$ cat config.mk
export PLATFORM = sky130hd
export DESIGN_NAME = ahb3lite_dma_arbiter_flat
export DESIGN_NICKNAME = d
export VERILOG_FILES = /design/src/rtl/ahb3lite_pkg.sv /design/src/rtl/ahb3lite_dma_arbiter_if.sv /design/src/rtl/ahb3lite_rr_picker.sv /design/src/rtl/ahb3lite_dma_arbiter.sv /design/src/flat_wrapper.sv
export SDC_FILE = /design/constraint.sdc
export NUM_CORES = 1
export LEC_CHECK = 0
export ABC_AREA = 1
export CORE_AREA = 4 4 74 76
export CTS_BUF_LIST = sky130_fd_sc_hd__clkbuf_4 sky130_fd_sc_hd__clkbuf_8
export DETAILED_ROUTE_END_ITERATION = 6
export DIE_AREA = 0 0 78 80
export DONT_BUFFER_PORTS = 1
export PLACE_DENSITY = 0.57
export SYNTH_ARGS = -nofsm -noshare
export SYNTH_HDL_FRONTEND = slang
export SYNTH_HIERARCHICAL = 1
export SYNTH_SLANG_ARGS = --single-unit
export TNS_END_PERCENT = 10
$ cat constraint.sdc
create_clock -name HCLK -period 1.7 [get_ports HCLK]
set_input_delay 0.34 -clock HCLK [delete_from_list [all_inputs] [get_ports HCLK]]
set_output_delay 0.34 -clock HCLK [all_outputs]
set_load 0.005 [all_outputs]
$ cat src/rtl/ahb3lite_pkg.sv
// Shared AHB-Lite types for the DMA slave-port arbiter.
// Transfer, burst and response encodings plus the arbiter state type.
package ahb3lite_pkg;

    typedef enum logic [1:0] {
        IDLE   = 2'b00,
        BUSY   = 2'b01,
        NONSEQ = 2'b10,
        SEQ    = 2'b11
    } HTRANS_state;

    typedef enum logic [2:0] {
        SINGLE = 3'd0,
        INCR   = 3'd1,
        WRAP4  = 3'd2,
        INCR4  = 3'd3,
        WRAP8  = 3'd4,
        INCR8  = 3'd5,
        WRAP16 = 3'd6,
        INCR16 = 3'd7
    } HBURST_Type;

    typedef enum logic {
        OKAY  = 1'b0,
        ERROR = 1'b1
    } HRESP_state;

    typedef enum logic {
        ARB_IDLE,
        ARB_OWNED
    } arb_state_t;

    function automatic logic is_active(HTRANS_state t);
        return (t == NONSEQ) || (t == SEQ);
    endfunction

endpackage

$ cat src/rtl/ahb3lite_dma_arbiter_if.sv
// Bus bundle between the DMA channel masters, the arbiter and the slave.
// slave: arbiter view; master: view of the masters and the slave model.
interface ahb3lite_dma_arbiter_if #(
    parameter int N = 2
);
    import ahb3lite_pkg::*;

    logic [N-1:0] m_HBUSREQ;
    logic [31:0]  m_HADDR  [N];
    HTRANS_state  m_HTRANS [N];
    HBURST_Type   m_HBURST [N];
    logic [2:0]   m_HSIZE  [N];
    logic [N-1:0] m_HWRITE;
    logic [N-1:0] m_HGRANT;
    logic         m_HREADY;
    HRESP_state   m_HRESP  [N];
    logic [31:0]  m_HRDATA;

    logic [31:0]  s_HADDR;
    HTRANS_state  s_HTRANS;
    HBURST_Type   s_HBURST;
    logic [2:0]   s_HSIZE;
    logic         s_HWRITE;
    logic         s_HREADYOUT;
    HRESP_state   s_HRESP;
    logic [31:0]  s_HRDATA;

    modport slave (
        input  m_HBUSREQ, m_HADDR, m_HTRANS, m_HBURST, m_HSIZE, m_HWRITE,
        output m_HGRANT, m_HREADY, m_HRESP, m_HRDATA,
        output s_HADDR, s_HTRANS, s_HBURST, s_HSIZE, s_HWRITE,
        input  s_HREADYOUT, s_HRESP, s_HRDATA
    );

    modport master (
        output m_HBUSREQ, m_HADDR, m_HTRANS, m_HBURST, m_HSIZE, m_HWRITE,
        input  m_HGRANT, m_HREADY, m_HRESP, m_HRDATA,
        input  s_HADDR, s_HTRANS, s_HBURST, s_HSIZE, s_HWRITE,
        output s_HREADYOUT, s_HRESP, s_HRDATA
    );

endinterface

$ cat src/rtl/ahb3lite_rr_picker.sv
// Round-robin winner search starting at ptr, skipping masked requesters.
// Purely combinational.
module ahb3lite_rr_picker #(
    parameter int N = 2,
    localparam int IW = $clog2(N)
) (
    input  logic [N-1:0]  req,
    input  logic [IW-1:0] ptr,
    input  logic [N-1:0]  excl,
    output logic [IW-1:0] idx,
    output logic          valid
);

    int            c;
    logic [IW-1:0] ci;

    always_comb begin
        idx   = '0;
        valid = 1'b0;
        c     = 0;
        ci    = '0;
        for (int i = 0; i < N; i++) begin
            c = int'(ptr) + i;
            if (c >= N) c = c - N;
            ci = IW'(c);
            if (!valid && req[ci] && !excl[ci]) begin
                valid = 1'b1;
                idx   = ci;
            end
        end
    end

endmodule

$ cat src/rtl/ahb3lite_dma_arbiter.sv
// Arbiter sharing one AHB-Lite DMA slave port among N_MASTERS requesters.
// Grants change only at release points; round-robin with bounded tenure.
module ahb3lite_dma_arbiter
    import ahb3lite_pkg::*;
#(
    parameter int N_MASTERS = 2,
    parameter int MAX_HOLD  = 16,
    localparam int IW = $clog2(N_MASTERS),
    localparam int HW = $clog2(MAX_HOLD + 1)
) (
    input  logic                    HCLK,
    input  logic                    HRESETn,
    ahb3lite_dma_arbiter_if.slave   bus,
    output logic [IW-1:0]           owner_idx
);

    arb_state_t             state;
    logic [N_MASTERS-1:0]   grant;
    logic [IW-1:0]          owner;
    logic [IW-1:0]          d_owner;
    logic                   d_valid;
    logic [HW-1:0]          hold;
    logic [IW-1:0]          rr_ptr;

    logic [IW-1:0]          win;
    logic                   win_valid;
    logic [IW-1:0]          nxt_ptr;
    logic [N_MASTERS-1:0]   win_oh;

    logic [31:0]            s_addr;
    HTRANS_state            s_trans;
    HBURST_Type             s_burst;
    logic [2:0]             s_size;
    logic                   s_write;

    logic                   s_act;
    logic                   rel;
    logic                   owner_req;
    logic                   at_max;

    // The current owner is masked out, so win is always "someone else".
    ahb3lite_rr_picker #(.N(N_MASTERS)) u_pick (
        .req   (bus.m_HBUSREQ),
        .ptr   (rr_ptr),
        .excl  (grant),
        .idx   (win),
        .valid (win_valid)
    );

    always_comb begin
        s_addr  = '0;
        s_trans = IDLE;
        s_burst = SINGLE;
        s_size  = '0;
        s_write = 1'b0;
        if (HRESETn && |grant) begin
            s_addr  = bus.m_HADDR[owner];
            s_trans = bus.m_HTRANS[owner];
            s_burst = bus.m_HBURST[owner];
            s_size  = bus.m_HSIZE[owner];
            s_write = bus.m_HWRITE[owner];
        end
    end

    assign bus.s_HADDR  = s_addr;
    assign bus.s_HTRANS = s_trans;
    assign bus.s_HBURST = s_burst;
    assign bus.s_HSIZE  = s_size;
    assign bus.s_HWRITE = s_write;

    assign bus.m_HGRANT = grant;
    assign bus.m_HREADY = bus.s_HREADYOUT;
    assign bus.m_HRDATA = bus.s_HRDATA;
    assign owner_idx    = owner;

    always_comb begin
        for (int i = 0; i < N_MASTERS; i++) begin
            bus.m_HRESP[i] = (d_valid && d_owner == IW'(i)) ? bus.s_HRESP : OKAY;
        end
    end

    assign s_act     = is_active(s_trans);
    assign rel       = bus.s_HREADYOUT && (bus.m_HTRANS[owner] == IDLE);
    assign owner_req = bus.m_HBUSREQ[owner];
    assign at_max    = (hold == HW'(MAX_HOLD));
    assign nxt_ptr   = (win == IW'(N_MASTERS - 1)) ? '0 : win + 1'b1;

    always_comb begin
        win_oh      = '0;
        win_oh[win] = 1'b1;
    end

    always_ff @(posedge HCLK) begin
        if (!HRESETn) begin
            state   <= ARB_IDLE;
            grant   <= '0;
            owner   <= '0;
            d_owner <= '0;
            d_valid <= 1'b0;
            hold    <= '0;
            rr_ptr  <= '0;
        end else begin
            if (bus.s_HREADYOUT) begin
                d_valid <= s_act;
                if (s_act) d_owner <= owner;
            end
            unique case (state)
                ARB_IDLE: begin
                    if (win_valid) begin
                        grant  <= win_oh;
                        owner  <= win;
                        rr_ptr <= nxt_ptr;
                        hold   <= '0;
                        state  <= ARB_OWNED;
                    end
                end
                ARB_OWNED: begin
                    if (bus.s_HREADYOUT && s_act && !at_max) hold <= hold + 1'b1;
                    // rel implies the owner is IDLE, so hold never counts here
                    if (rel) begin
                        if (!owner_req && !win_valid) begin
                            grant <= '0;
                            state <= ARB_IDLE;
                        end else if (win_valid && (!owner_req || at_max)) begin
                            grant  <= win_oh;
                            owner  <= win;
                            rr_ptr <= nxt_ptr;
                            hold   <= '0;
                        end
                    end
                end
                default: state <= ARB_IDLE;
            endcase
        end
    end

endmodule
$ cat src/flat_wrapper.sv
// flat-port wrapper written by rule: the top's interface ports become plain ports
module ahb3lite_dma_arbiter_flat import ahb3lite_pkg::*;
#(
    parameter int N_MASTERS = 2,
    parameter int MAX_HOLD  = 16,
    localparam int IW = $clog2(N_MASTERS),
    localparam int HW = $clog2(MAX_HOLD + 1)
)
  (HCLK, HRESETn, owner_idx, bus_m_HBUSREQ, bus_m_HADDR, bus_m_HTRANS, bus_m_HBURST, bus_m_HSIZE, bus_m_HWRITE, bus_m_HGRANT, bus_m_HREADY, bus_m_HRESP, bus_m_HRDATA, bus_s_HADDR, bus_s_HTRANS, bus_s_HBURST, bus_s_HSIZE, bus_s_HWRITE, bus_s_HREADYOUT, bus_s_HRESP, bus_s_HRDATA);
  ahb3lite_dma_arbiter_if bus_i ();
  input  logic HCLK;
  input  logic HRESETn;
  output logic [IW-1:0] owner_idx;
  input wire logic [$bits(bus_i.m_HBUSREQ)-1:0] bus_m_HBUSREQ;
  input wire logic [$bits(bus_i.m_HADDR)-1:0] bus_m_HADDR;
  input wire logic [$bits(bus_i.m_HTRANS)-1:0] bus_m_HTRANS;
  input wire logic [$bits(bus_i.m_HBURST)-1:0] bus_m_HBURST;
  input wire logic [$bits(bus_i.m_HSIZE)-1:0] bus_m_HSIZE;
  input wire logic [$bits(bus_i.m_HWRITE)-1:0] bus_m_HWRITE;
  output wire logic [$bits(bus_i.m_HGRANT)-1:0] bus_m_HGRANT;
  output wire logic [$bits(bus_i.m_HREADY)-1:0] bus_m_HREADY;
  output wire logic [$bits(bus_i.m_HRESP)-1:0] bus_m_HRESP;
  output wire logic [$bits(bus_i.m_HRDATA)-1:0] bus_m_HRDATA;
  output wire logic [$bits(bus_i.s_HADDR)-1:0] bus_s_HADDR;
  output wire logic [$bits(bus_i.s_HTRANS)-1:0] bus_s_HTRANS;
  output wire logic [$bits(bus_i.s_HBURST)-1:0] bus_s_HBURST;
  output wire logic [$bits(bus_i.s_HSIZE)-1:0] bus_s_HSIZE;
  output wire logic [$bits(bus_i.s_HWRITE)-1:0] bus_s_HWRITE;
  input wire logic [$bits(bus_i.s_HREADYOUT)-1:0] bus_s_HREADYOUT;
  input wire logic [$bits(bus_i.s_HRESP)-1:0] bus_s_HRESP;
  input wire logic [$bits(bus_i.s_HRDATA)-1:0] bus_s_HRDATA;
  assign bus_i.m_HBUSREQ = bus_m_HBUSREQ;
  assign bus_i.m_HADDR = {>>{bus_m_HADDR}};
  assign bus_i.m_HTRANS = {>>{bus_m_HTRANS}};
  assign bus_i.m_HBURST = {>>{bus_m_HBURST}};
  assign bus_i.m_HSIZE = {>>{bus_m_HSIZE}};
  assign bus_i.m_HWRITE = bus_m_HWRITE;
  assign bus_m_HGRANT = bus_i.m_HGRANT;
  assign bus_m_HREADY = bus_i.m_HREADY;
  assign bus_m_HRESP = {>>{bus_i.m_HRESP}};
  assign bus_m_HRDATA = bus_i.m_HRDATA;
  assign bus_s_HADDR = bus_i.s_HADDR;
  assign bus_s_HTRANS = bus_i.s_HTRANS;
  assign bus_s_HBURST = bus_i.s_HBURST;
  assign bus_s_HSIZE = bus_i.s_HSIZE;
  assign bus_s_HWRITE = bus_i.s_HWRITE;
  assign bus_i.s_HREADYOUT = bus_s_HREADYOUT;
  assign bus_i.s_HRESP = bus_s_HRESP;
  assign bus_i.s_HRDATA = bus_s_HRDATA;
  ahb3lite_dma_arbiter #(.N_MASTERS(N_MASTERS), .MAX_HOLD(MAX_HOLD)) u_core (.HCLK(HCLK), .HRESETn(HRESETn), .bus(bus_i), .owner_idx(owner_idx));
endmodule
### Word-level counts from Yosys, hierarchy flattened

Cells that the tools add are included.

* flip-flop bits (word level): 12
* output and inout bits: 79
* logic and storage cells: 121
* memories kept: 0
* bits in read-only memories: 0
* bits in latches: 0
* memory bits (writable): 0
* bits of input ports: 120

* add/sub/neg operators: 5
* $mul: 0
* shift-type cells: 0
* bitwise operators: 3
* equal/unequal tests: 8
* $lt $le $gt $ge: 8
* div/mod/pow operators: 0
* multiplexer cells: 65
* reduce and logical (&&, ||, !) cells: 25

Operator list (number)
* $mux 32: 4
* $mux 1: 34
* $mux 5: 5
* $mux 3: 8
* $mux 2: 8
* $logic_and 1x1->1: 12
* $pmux 5 s2: 1
* $lt 1x2->1 const B: 4
* $logic_not 1->1: 6
* $ne 2x2->1 const B: 3
* $pmux 1 s2: 3
* $add 5x1->5 const B: 1
* $eq 5x5->1 const B: 1
* $eq 2x2->1 const B: 2
* $ge 2x2->1 const B: 2
* $pmux 2 s2: 1
* $reduce_and 4->1: 1
* $ne 3x3->1 const B: 1
* $reduce_and 3->1: 1
* $add 1x1->2 const B: 1
* $ge 1x2->1 const B: 1
* $logic_not 2->1: 1
* $logic_or 1x1->1: 2
* $ne 2x1->1 const B: 1
* 8 further kinds: 10

### Depth between registers and ports, before layout

* depth in word-level cells: 19
* depth in mapped cells: 13
* mapped depth without buffers: 13

### Cells and area by module

Netlist, hierarchy kept.

Modules (own cells, without submodules)
* ahb3lite_dma_arbiter: times used 1, sequential area each 240.2 µm², cells each 370, area an instance 1858.0 µm²
* ahb3lite_rr_picker: times used 1, sequential area each 0.0 µm², cells each 9, area an instance 36.3 µm²

### Least setup slack after synthesis

No wires, ideal clock.

* kind: input to output
* start point: input port HRESETn
* end point: output port bus_s_HADDR[10]
* path buffers: 2
* data required time: 1.360 ns
* data arrival time: 1.056 ns
* setup slack: 0.304 ns
* stages on the path: 6
* path through: buf_4 -> inv_4 -> nor2_8 -> clkbuf_1 -> nand2_1 -> inv_1

* cells in the longest elaborated chain, start to end: 2

Ends and longest elaborated chain
* from (decl): line flat_wrapper.sv:12 `input logic HRESETn;`
* $logic_and 1x1->1: line ahb3lite_dma_arbiter.sv:56 `if (HRESETn && |grant) begin`
* $mux 32: line ahb3lite_dma_arbiter.sv:56
* to (decl): line flat_wrapper.sv:24 `output wire logic [$bits(bus_i.s_HADDR)-1:0] bus_s_HADDR;`

Every way passes these cells.

### Final worst setup path

* start point: register u_core.grant[1], in the netlist u_core/bus.m_HGRANT[1]
* end point: output port bus_s_HADDR[31]

* cells in the longest elaborated chain, start to end: 3

Ends and longest elaborated chain
* from (decl): line ahb3lite_dma_arbiter.sv:18 `logic [N_MASTERS-1:0] grant;`
* from (signal assigned): line ahb3lite_dma_arbiter.sv:110 `grant <= win_oh;`
* from (signal assigned): line ahb3lite_dma_arbiter.sv:125 `grant <= win_oh;`
* $reduce_or 2->1: line ahb3lite_dma_arbiter.sv:56
* $logic_and 1x1->1: line ahb3lite_dma_arbiter.sv:56
* $mux 32: line ahb3lite_dma_arbiter.sv:56

Every way passes these cells.

==> results.md <==
* Maximum vdd drop at 0.268 mV
* Worst Path Max Fanout at 15
* Port bufs at 0
* Rows at 25
* Fillers at 509
* Area of the multi-input gates at 0.00108 mm2
* Skew final at 0.00458 ns
* Overall global routing resource usage at 15.2%
* Post-Syn Area at 0.00189 mm2
* CTS Sinks at 12
* Core area at 0.00472 mm2
* Detailed-route DRC error count at 0
* Sequential-to-total area share from yosys stat at 12.7%
* Setup TNS at 0 ns
* Layout Cells excl Fill at 411
* Synthesized Nets at 501
* First-pass detailed-route iteration total at 4
* Setup ws final at 0.0782 ns
* CP Class: flop to output pin
* Initial DRC count at 97
* Drt wl/cell at 12.7 um
* Via Count at 1890
* Die Wd at 78 um
* Slowest stage delay, CP at 0.34 ns
* Hold Vio Cnt, Final at 0
* Die extent in y at 80 um
* Post-Route WL at 5.21 mm
* GRT met2 Usage at 27.9%
* Global Route met3 Usage at 4.51%
* CTS buffer count at 3
* Register area at 244 um2
* Final ANT Viol Nets at 0
* Largest net degree at the start of global routing at 46
* Area grow syn2layout at -4.16%
* Die Area at 0.00624 mm2
* Grt met1 use at 17.0%
* Pwr/cell area at 761 mW/mm2
* Ys flop type: dfxtp_1
* Hold Path Class: primary input to flop
* Hold Path Stages at 2
* Vias per inst at 4.60
* Clock Tree Buf Depth at 2
* Max Slew Vio Count at 0
* Crit path DAT at 1.28 ns
* Post-synth EDFFs at 0
* Post-Syn Instances at 379
* Gr busiest metal: met2
* Fmax at 0.617 GHz
* CP required at 1.36 ns
* Clk slew on worst S/H paths at 0.05 ns
* Final nets at 468
* MaxCap Viol Count at 0
* CTS tree: yes
* # IOs at 199
* Share of layout cells above drive strength 1 at 8.72%
* Slowest CP cell: dfxtp_2
* Syn Area/Cell at 5.00 um2
* Initial Util at 40.1%
* Vias in the first global route at 1729
* Post-DP HPWL at 4.04 mm
* Gpl congestion at 0.814
* Synth Register Bits at 12
* Crit share post-route at 95.4%
* Yosys Warn Count at 6
* R2R depth at 10
* Initial antenna violation count at 0
* Slew Limit Headroom at 74.8%
* Leakage at 1.25 nW
* Crit-path cells: nor2_1 -> nor2_8 -> buf_4 -> nand2_1 -> inv_1
* Clock latency on the worst-skew pair at 0.24 ns
* H-tree Lvls at 1
* Placed Cells at 404
* CP endpoint kind: output pin
* Tmin final at 1.62 ns
* RSZ-0062 raised after global routing: no
* Global-route wire length before repair at 7.80 mm
* CP Launch Type: flop
* Distinct cells, synth at 26
* Asr flop ratio synth at 0%
* DP Worst Slack at 0.160 ns
* GR Overflow Total at 0
* Root buf cell: clkbuf_8
* Final setup viols at 0
* Outcome: complete, no violations
* # diodes at 0
* Least-Margin Pin Slew at 0.375 ns
[worst paths after layout]
kind,slack (ns),to,start
setup / recovery,0.08,bus_s_HADDR[31],u_core/bus.m_HGRANT[1]
hold / removal,0.21,u_core/bus.m_HGRANT[1],HRESETn
setup reg to reg,0.20,u_core/hold[0],u_core/owner_idx
hold reg to reg,0.47,u_core/rr_ptr,u_core/rr_ptr
[cell type report]
| cell class | count | area share (%) |
|---|---|---|
| Multi-Input combinational cell | 252 | 59.5 |
| Inverter | 68 | 14.5 |
| Sequential cell | 12 | 13.4 |
| Timing Repair Buffer | 8 | 5.38 |
| Tap cell | 67 | 4.62 |
| Clock buffer | 3 | 2.27 |
| Timing Repair inverter | 1 | 0.276 |
[sequential cells by signal (all words and copies together) (netlist names)]
register	cells
u_core/d_valid	1
u_core/hold	5
u_core/d_owner	1
u_core/bus.m_HGRANT	2
u_core/state	1
u_core/rr_ptr	1
u_core/owner_idx	1
[critical path, delay by kind of cell (launching register included)]
family	cells	cell delay (ns)
buf+inv	2	0.24
simple gates	3	0.44
flops	1	0.34
[through the flow]
stage	utilization (%)	area (um2)	power, W	hold WS (ns)
finish	38.4	1820	0.00138	0.212
CTS	37.3	1760	0.00134	0.212
global route	38.4	1820	0.00154	0.220
detailed placement	36.3	1720	0.00106	0.459
floorplan	-	1890	0.000987	0.439
global placement	36.3	1720	0.00106	0.457
[routing by layer]
layer	wire [um]	vias up
li1	-	994
met5	0	-
met3	520	4
met1	2130	780
met2	2530	112
met4	32	0
[placed cells by master (no fill, tap or decap)]
cell type,instances
clkbuf_8,3
inv_1,63
o21ai_0,4
dfxtp_1,9
buf_4,5
buf_8,1
clkinv_4,1
nand3_2,1
nand2_1,200
a21oi_1,4
ha_1,2
o21bai_1,1
xor2_1,1
clkinv_2,1
nand3_1,10
buf_12,1
or2_2,1
inv_2,3
o21ai_1,1
nand4_1,3
nor3_1,4
a21oi_2,2
clkbuf_16,1
nand2_2,3
nor2_8,2
inv_4,1
nor2_1,12
nand3_4,1
dfxtp_2,3
[logic make-up after synthesis]
group / share of synthesized area, %
DFF: 12.7
and+or+nand+nor: 51.6
buffers and inverters: 30.3
adders and majority gates: 1.32
AOI/OAI and AO/OA: 3.70
xor gates and xnor gates: 0.462
[synthesized netlist by cell type, drive strengths merged, types with 2 or more instances]
library cell,count,area (um2)
clkbuf,11,41.3
a21oi,6,37.5
nand4,3,18.8
nor2,14,85.1
inv,67,257
buf,36,272
nand2,203,769
dfxtp,12,240
ha,2,25.0
nor3,4,20.0
nand3,12,77.6
o21ai,5,25.0
[where the power goes]
part           switching [W]  internal [W]
registers          0.0000368      0.000312
clock network       0.000111      0.000156
logic               0.000505      0.000261
[repair_timing]
item                       in CTS  in global routing
setup buffers                   0                  2
hold buffers                    0                  0
setup endpoints to repair      24                 45
gates cloned                    0                  2
gates resized for setup         2                  6
No activity file was read; power rests on OpenSTA's default activity.
